**config.mk**
```make
export PLATFORM = sky130hd
export DESIGN_NAME = serdes_link_ctrl
export DESIGN_NICKNAME = d
export VERILOG_FILES = /design/src/rtl/serdes_link_ctrl.sv
export SDC_FILE = /design/constraint.sdc
export NUM_CORES = 1
export LEC_CHECK = 0
export BUFFER_PORTS_ARGS = -buffer_cell sky130_fd_sc_hd__buf_2
export CORE_MARGIN = 1
export CORE_UTILIZATION = 50
export DETAILED_ROUTE_END_ITERATION = 8
export GPL_TIMING_DRIVEN = 1
export MAX_ROUTING_LAYER = met4
export PLACE_DENSITY = 0.81
export SYNTH_ARGS = -nofsm -noshare
export SYNTH_HDL_FRONTEND = slang
export SYNTH_SLANG_ARGS = --single-unit
```
**constraint.sdc**
```tcl
create_clock -name clk -period 1.5 [get_ports clk]
set_input_delay 0.15 -clock clk [delete_from_list [all_inputs] [get_ports clk]]
set_output_delay 0.15 -clock clk [all_outputs]
set_load 0.03 [all_outputs]
```
**src/rtl/serdes_link_ctrl.sv**
```systemverilog
// Half-duplex SERDES link sequencer: frames TX words, deframes RX words and
// arbitrates the single shift path between them, with RX winning ties.
module serdes_link_ctrl #(
  parameter int unsigned DATA_W = 8,
  parameter int unsigned DIV    = 4
) (
  input  logic              clk,
  input  logic              rst_n,
  input  logic [DATA_W-1:0] tx_data,
  input  logic              tx_valid,
  output logic              tx_ready,
  output logic              ser_out,
  input  logic              ser_in,
  output logic [DATA_W-1:0] rx_data,
  output logic              rx_valid,
  output logic              rx_err,
  output logic              busy
);

  localparam int unsigned DivW = $clog2(DIV);
  localparam int unsigned BitW = $clog2(DATA_W);

  localparam logic [DivW-1:0] DivLast = DivW'(DIV - 1);
  localparam logic [DivW-1:0] DivHalf = DivW'(DIV / 2 - 1);
  localparam logic [BitW-1:0] BitLast = BitW'(DATA_W - 1);

  typedef enum logic [2:0] {
    StIdle,
    StTxStart,
    StTxData,
    StTxStop,
    StRxStart,
    StRxData,
    StRxStop
  } state_e;

  state_e            state_q, state_d;
  logic [DivW-1:0]   div_cnt_q, div_cnt_d;
  logic [BitW-1:0]   bit_cnt_q, bit_cnt_d;
  logic [DATA_W-1:0] tx_shift_q, tx_shift_d;
  logic [DATA_W-1:0] rx_shift_q, rx_shift_d;
  logic [DATA_W-1:0] rx_data_q, rx_data_d;
  logic              rx_valid_q, rx_valid_d;
  logic              rx_err_q, rx_err_d;
  logic              ser_meta_q, ser_s_q;
  logic              started_q;
  logic              div_tick;
  logic              half_tick;

  // Two-flop synchroniser; resets to the idle line level so reset cannot fake a start bit.
  always_ff @(posedge clk or negedge rst_n) begin
    if (!rst_n) begin
      ser_meta_q <= 1'b1;
      ser_s_q    <= 1'b1;
    end else begin
      ser_meta_q <= ser_in;
      ser_s_q    <= ser_meta_q;
    end
  end

  // Keeps tx_ready low between reset release and the first clock edge.
  always_ff @(posedge clk or negedge rst_n) begin
    if (!rst_n) begin
      started_q <= 1'b0;
    end else begin
      started_q <= 1'b1;
    end
  end

  assign div_tick  = (div_cnt_q == DivLast);
  assign half_tick = (div_cnt_q == DivHalf);
  assign tx_ready  = started_q && (state_q == StIdle) && ser_s_q;
  assign busy      = (state_q != StIdle);
  assign rx_data   = rx_data_q;
  assign rx_valid  = rx_valid_q;
  assign rx_err    = rx_err_q;

  always_comb begin
    ser_out = 1'b1;
    case (state_q)
      StTxStart: ser_out = 1'b0;
      StTxData:  ser_out = tx_shift_q[0];
      default:   ser_out = 1'b1;
    endcase
  end

  always_comb begin
    state_d    = state_q;
    div_cnt_d  = div_tick ? '0 : div_cnt_q + 1'b1;
    bit_cnt_d  = bit_cnt_q;
    tx_shift_d = tx_shift_q;
    rx_shift_d = rx_shift_q;
    rx_data_d  = rx_data_q;
    rx_valid_d = 1'b0;
    rx_err_d   = 1'b0;

    case (state_q)
      StIdle: begin
        div_cnt_d = '0;
        if (!ser_s_q) begin
          state_d = StRxStart;
        end else if (tx_valid && tx_ready) begin
          tx_shift_d = tx_data;
          state_d    = StTxStart;
        end
      end
      StTxStart: begin
        if (div_tick) state_d = StTxData;
      end
      StTxData: begin
        if (div_tick) begin
          tx_shift_d = tx_shift_q >> 1;
          bit_cnt_d  = bit_cnt_q + 1'b1;
          if (bit_cnt_q == BitLast) state_d = StTxStop;
        end
      end
      StTxStop: begin
        if (div_tick) state_d = StIdle;
      end
      StRxStart: begin
        // Mid-start-bit check rejects glitches shorter than half a bit.
        if (half_tick) state_d = ser_s_q ? StIdle : StRxData;
      end
      StRxData: begin
        if (div_tick) begin
          rx_shift_d = {ser_s_q, rx_shift_q[DATA_W-1:1]};
          bit_cnt_d  = bit_cnt_q + 1'b1;
          if (bit_cnt_q == BitLast) state_d = StRxStop;
        end
      end
      StRxStop: begin
        if (div_tick) begin
          state_d = StIdle;
          if (ser_s_q) begin
            rx_data_d  = rx_shift_q;
            rx_valid_d = 1'b1;
          end else begin
            rx_err_d = 1'b1;
          end
        end
      end
      default: state_d = StIdle;
    endcase

    if (state_d != state_q) begin
      div_cnt_d = '0;
      bit_cnt_d = '0;
    end
  end

  always_ff @(posedge clk or negedge rst_n) begin
    if (!rst_n) begin
      state_q    <= StIdle;
      div_cnt_q  <= '0;
      bit_cnt_q  <= '0;
      tx_shift_q <= '0;
      rx_shift_q <= '0;
      rx_data_q  <= '0;
      rx_valid_q <= 1'b0;
      rx_err_q   <= 1'b0;
    end else begin
      state_q    <= state_d;
      div_cnt_q  <= div_cnt_d;
      bit_cnt_q  <= bit_cnt_d;
      tx_shift_q <= tx_shift_d;
      rx_shift_q <= rx_shift_d;
      rx_data_q  <= rx_data_d;
      rx_valid_q <= rx_valid_d;
      rx_err_q   <= rx_err_d;
    end
  end

endmodule

```
# Word-level counts from Yosys, hierarchy flattened
# Cells that the tools add are included.
# totals
ff_bits	37
latch_bits	0
ram_bits	0
rom_bits	0
output_inout_bits	13
elab_cells	68
memories	0
# op_classes
add_sub_neg	2
multipliers	0
div	0
n_lt_le_gt_ge	0
n_eq_ne	13
shift	0
n_mux	28
bitwise_logic	0
n_reduce_logical	14
# op_table
cell	n
2-to-1 mux 3 bit	13
2-to-1 mux 8 bit	3
case mux 3 bit (6 select lines)	1
case mux 8 bit (2 select lines)	1
== test 3 bit, second input constant	4
== test 3 x 2 -> 1 bit, second input constant	2
2-to-1 mux 1 bit	6
2-to-1 mux 2 bit	3
nonzero test 2 bit	3
!= test 2 bit, second input constant	2
AND reduction 2 bit	2
AND reduction 4 bit	1
OR reduction 2 bit	2
adder 3 x 1 -> 3 bit, second input constant	1
== test 3 x 1 -> 1 bit, second input constant	1
logical AND 1 bit	3
logical NOT 3 bit	1
!= test 3 bit	1
AND reduction 3 bit	1
nonzero test 3 bit	1
adder 2 x 1 -> 2 bit, second input constant	1
== test 2 x 1 -> 1 bit, second input constant	1
== test 2 bit, second input constant	1
!= test 2 x 1 -> 1 bit, second input constant	1
case mux 1 bit (2 select lines)	1

# Logic depth before layout (Yosys ltp)
# logic_depth
word_depth	10
ltp_mapped	6

# Worst setup path before layout
# OpenSTA, ideal clock, no wires.
# synth_path
path_type	reg-to-output
start	reg state_q[0]
end	out ser_out
t_arrival_ps	1483
required_ps	1350
setup_slack_ps	-133
stages_incl_launch_ff	6
path_cell_list	dfrtp_1 > buf_6 > buf_2 > or2b_1 > nor2_1 > o21ai_0
# synth_via
elab_chain_cells	2
elab_cells_between_ends	3
classes_between	eq/ne: 2; mux: 1
# synth_lines
item	line	rtl
start, declared	37	state_e state_q, state_d;
start signal, assigned	153	state_q <= StIdle;
start signal, assigned	162	state_q <= state_d;
== test 3 x 2 -> 1 bit or == test 3 x 1 -> 1 bit (tied branches)	80	case (state_q)
case mux 1 bit (2 select lines) (*)	80	
end, declared	12	output logic ser_out,
# Mark *: on every way between the ends. The rest lies on a longest branch, timed or not.

# Worst setup path after layout
# layout_path
start	reg state_q[1]
end	out tx_ready
# layout_via
elab_chain_cells	3
# layout_lines
item	line	rtl
logical NOT 3 bit	72	assign tx_ready = started_q && (state_q == StIdle) && ser_s_q;
logical AND 1 bit (2 in series)	72	
end, declared	11	output logic tx_ready,
# No other way between the ends.

==> out/metrics.csv <==
metric,value,unit
drc_errors,0,
cp-start-kind,register,
final_cell_mix,"dfrtp_1 (33), buf_4 (23), buf_2 (21), mux2_2 (16), inv_1 (13)",
cp.required,1.35,ns
design_area,2370,um^2
fillers,237,
synthCells,146,
dieWidth,61.7,um
routabilityCongestion,0.842,
ys_ff_latch,37,
io_buffers,24,
power.density,1510,nW/um^2
arrival,1.52,ns
critPathLaunch,state_q[1]$_DFF_PN0_,
setup_slack,-0.172,ns
drv_cap,0,
clock_skew,0.00662,ns
synthMuxAreaShare,0.113,
yosysTopAreaCell,dfrtp_1,
cp_num_buf_inv,3,
area_growth,33.3,%
ys_seq_area_frac,0.522,
yosysUniqueCellTypes,45,
finalHoldViolCount,0,
numCtsBuffers,5,
wire_per_inst,16.4,um
endpoint,tx_ready,
slowest_stage,dfrtp_2,
cts.sinks,37,
clk_path_buf_depth,2,
grt_pass1_vias,1260,
setup_viol,23,
die_h,61.7,um
holdWs,0.0474,ns
routed_via_density,5.56,
vdd_drop_max,0.00104,V
cp_num_cells,5,
vias,1367,
synthTopCellsByArea,"dfrtp_1 (49%), mux2_2 (10%), a21oi_2 (3.4%)",
ios,25,
clock-root-buffer,clkbuf_4,
reg2regPathDepth,5,
critPathMaxFanout,6,
final_nets,215,
synthSimpleGateAreaFrac,0.133,
syn_nets,162,
core,3360,um^2
crit_top_cell,buf_6,
rr_endpoint,bit_cnt_q[2]$_DFFE_PN0P_,
drive_gt1_frac,0.555,
crit_path_end_kind,output port,
synthesis.area,1780,um^2
cts_max_level,2,
num_rows,21,
gr-usage-all-layers,0.232,
final_common_cell,dfrtp_1,
die_area,3800,um^2
initial_utilization,0.529,
critical_path.cell_chain,buf_6 > nor3_4 > buf_6 > and3_4 > buf_6,
first_pass_iters,4,
path_class,register to output port,
cts_tree,built,
gr-total-overflow,0,
max_freq,598,MHz
timing.rr.start,state_q[1]$_DFF_PN0_,
max_stage_delay,0.49,ns
ys_warn_count,0,
dp_hpwl,2390,um
leakage,1.14,nW
synth_top_family_by_area,compound AO/OA/AOI/OAI gates,
clk_latency,0.35,ns
clkTransAtPathRegs,0.12,ns
crit_family,flip-flops,
rsz0062_at_grt,yes,
reg2reg_slack,-0.07,ns
synth.top_cell.area_share,0.492,
synth-xor-area-share,0.00492,
synth_compound_area_frac,0.134,
grt_max_degree,38,
ant_nets,0,
synthAdderAreaFrac,0.0281,
hold_path.class,primary input to register,
finalCriticalPeriod,1.67,ns
drtIter0Drc,44,
holdPathStages,3,
routed_wl,4040,um
drv_slew,0,
place_area,2030,um^2
status,"complete, but fails checks",
finalCritPeriodShare,1.11,
violations,setup timing,
syn_area_per_cell,12.2,um^2
grt_pass1_wl,6010,um
n_antenna_cell,0,
antenna_found_initial,0,
[how the worst min path moves through the flow]
| stage | from | to | slack, ns |
|---|---|---|---|
| 3_3_place_gp | rst_n | rx_err$_DFF_PN0_ | 0.21 |
| 6_report | tx_data[7] | tx_shift_q[7]$_DFFE_PN0P_ | 0.05 |
| 4_1_cts | tx_data[7] | tx_shift_q[7]$_DFFE_PN0P_ | 0.04 |
| 3_5_place_dp | rst_n | rx_err$_DFF_PN0_ | 0.22 |
| 5_1_grt | tx_data[7] | tx_shift_q[7]$_DFFE_PN0P_ | 0.03 |
| 2_1_floorplan | rst_n | bit_cnt_q[0]$_DFFE_PN0P_ | -0.15 |
[area by class of cell]
cell class	count	area, um^2	share of cell area
clock buffers	5	37.5	0.0158
clock inverters	3	68.8	0.0290
inverters	14	52.6	0.0222
multi-input cells	87	827	0.349
flip-flops and latches	37	931	0.393
well taps	46	57.6	0.0243
repair buffers	54	397	0.167
[registers in the layout (all words and copies together) (netlist names)]
signal / cells
rx_err: 1
started_q: 1
state_q: 3
rx_valid: 1
div_cnt_q: 2
rx_shift_q: 8
tx_shift_q: 8
ser_s_q: 1
ser_meta_q: 1
rx_data: 8
bit_cnt_q: 3
[worst reg2reg max path: cells and delay by family (launching register included)]
family	cells	cell delay (ns)
AOI/OAI and AO/OA	2	0.61
buffers and inverters	2	0.28
DFF	1	0.49
and+or+nand+nor	1	0.08
[per-stage QoR]
step | setup WS [ns] | util | std cells | power [mW] | setup TNS, ns
after floorplan | 0.00201 | - | 146 | 1.92 | 0
after detailed placement | -0.0544 | 0.603 | 224 | 2.25 | -0.173
after global placement | 0.0281 | 0.603 | 224 | 2.18 | 0
final | -0.172 | 0.705 | 246 | 3.57 | -1.20
after global routing | -0.226 | 0.705 | 246 | 3.73 | -2.32
after CTS | -0.192 | 0.669 | 239 | 3.31 | -0.920
[timing repair]
action	CTS	global route
gates resized for setup	17	14
setup buffers	5	7
pin swaps	17	5
hold buffers	2	0
endpoints found under the setup margin	8	17
hold endpoints to repair	36	0
[synthesized netlist by cell type (all sizes together)]
library cell	count
nor3b	1
conb	1
dfrtp	35
o221ai	1
and2	1
mux2	16
clkbuf	1
dfstp	2
and3b	1
nor4	2
a211oi	1
o311a	1
o21ai	6
buf	7
nor3	6
o32ai	1
xor2	1
nor2	5
a21oi	9
and3	1
o211ai	3
nand2	1
nor2b	4
a22o	1
a31oi	2
inv	14
ha	4
o22ai	7
or2b	1
nand3	5
and2b	1
mux2i	2
nand4	2
[power breakdown]
group | internal (mW) | switching (mW) | leakage [nW] | total [mW]
sequential | 1.13 | 0.134 | 0.487 | 1.26
clock | 0.524 | 0.369 | 0.0558 | 0.893
combinational | 0.701 | 0.715 | 0.595 | 1.42
[layer usage]
metal  share of wire  global-route usage
met5               0                   -
met4           0.028              0.0762
met3           0.049              0.0567
met2            0.50               0.349
met1            0.43               0.310
[cell families (layout without fill, tap and decap cells)]
kind of cell / count (synthesis) / count (layout)
compound gates: 32 / 32
xor+xnor: 1 / 1
fa+ha+maj: 4 / 4
buf+inv: 22 / 76
flops: 37 / 37
mux: 18 / 18
other cells: 1 / 1
simple gates: 31 / 31
No activity file was read; power rests on OpenSTA's default activity.
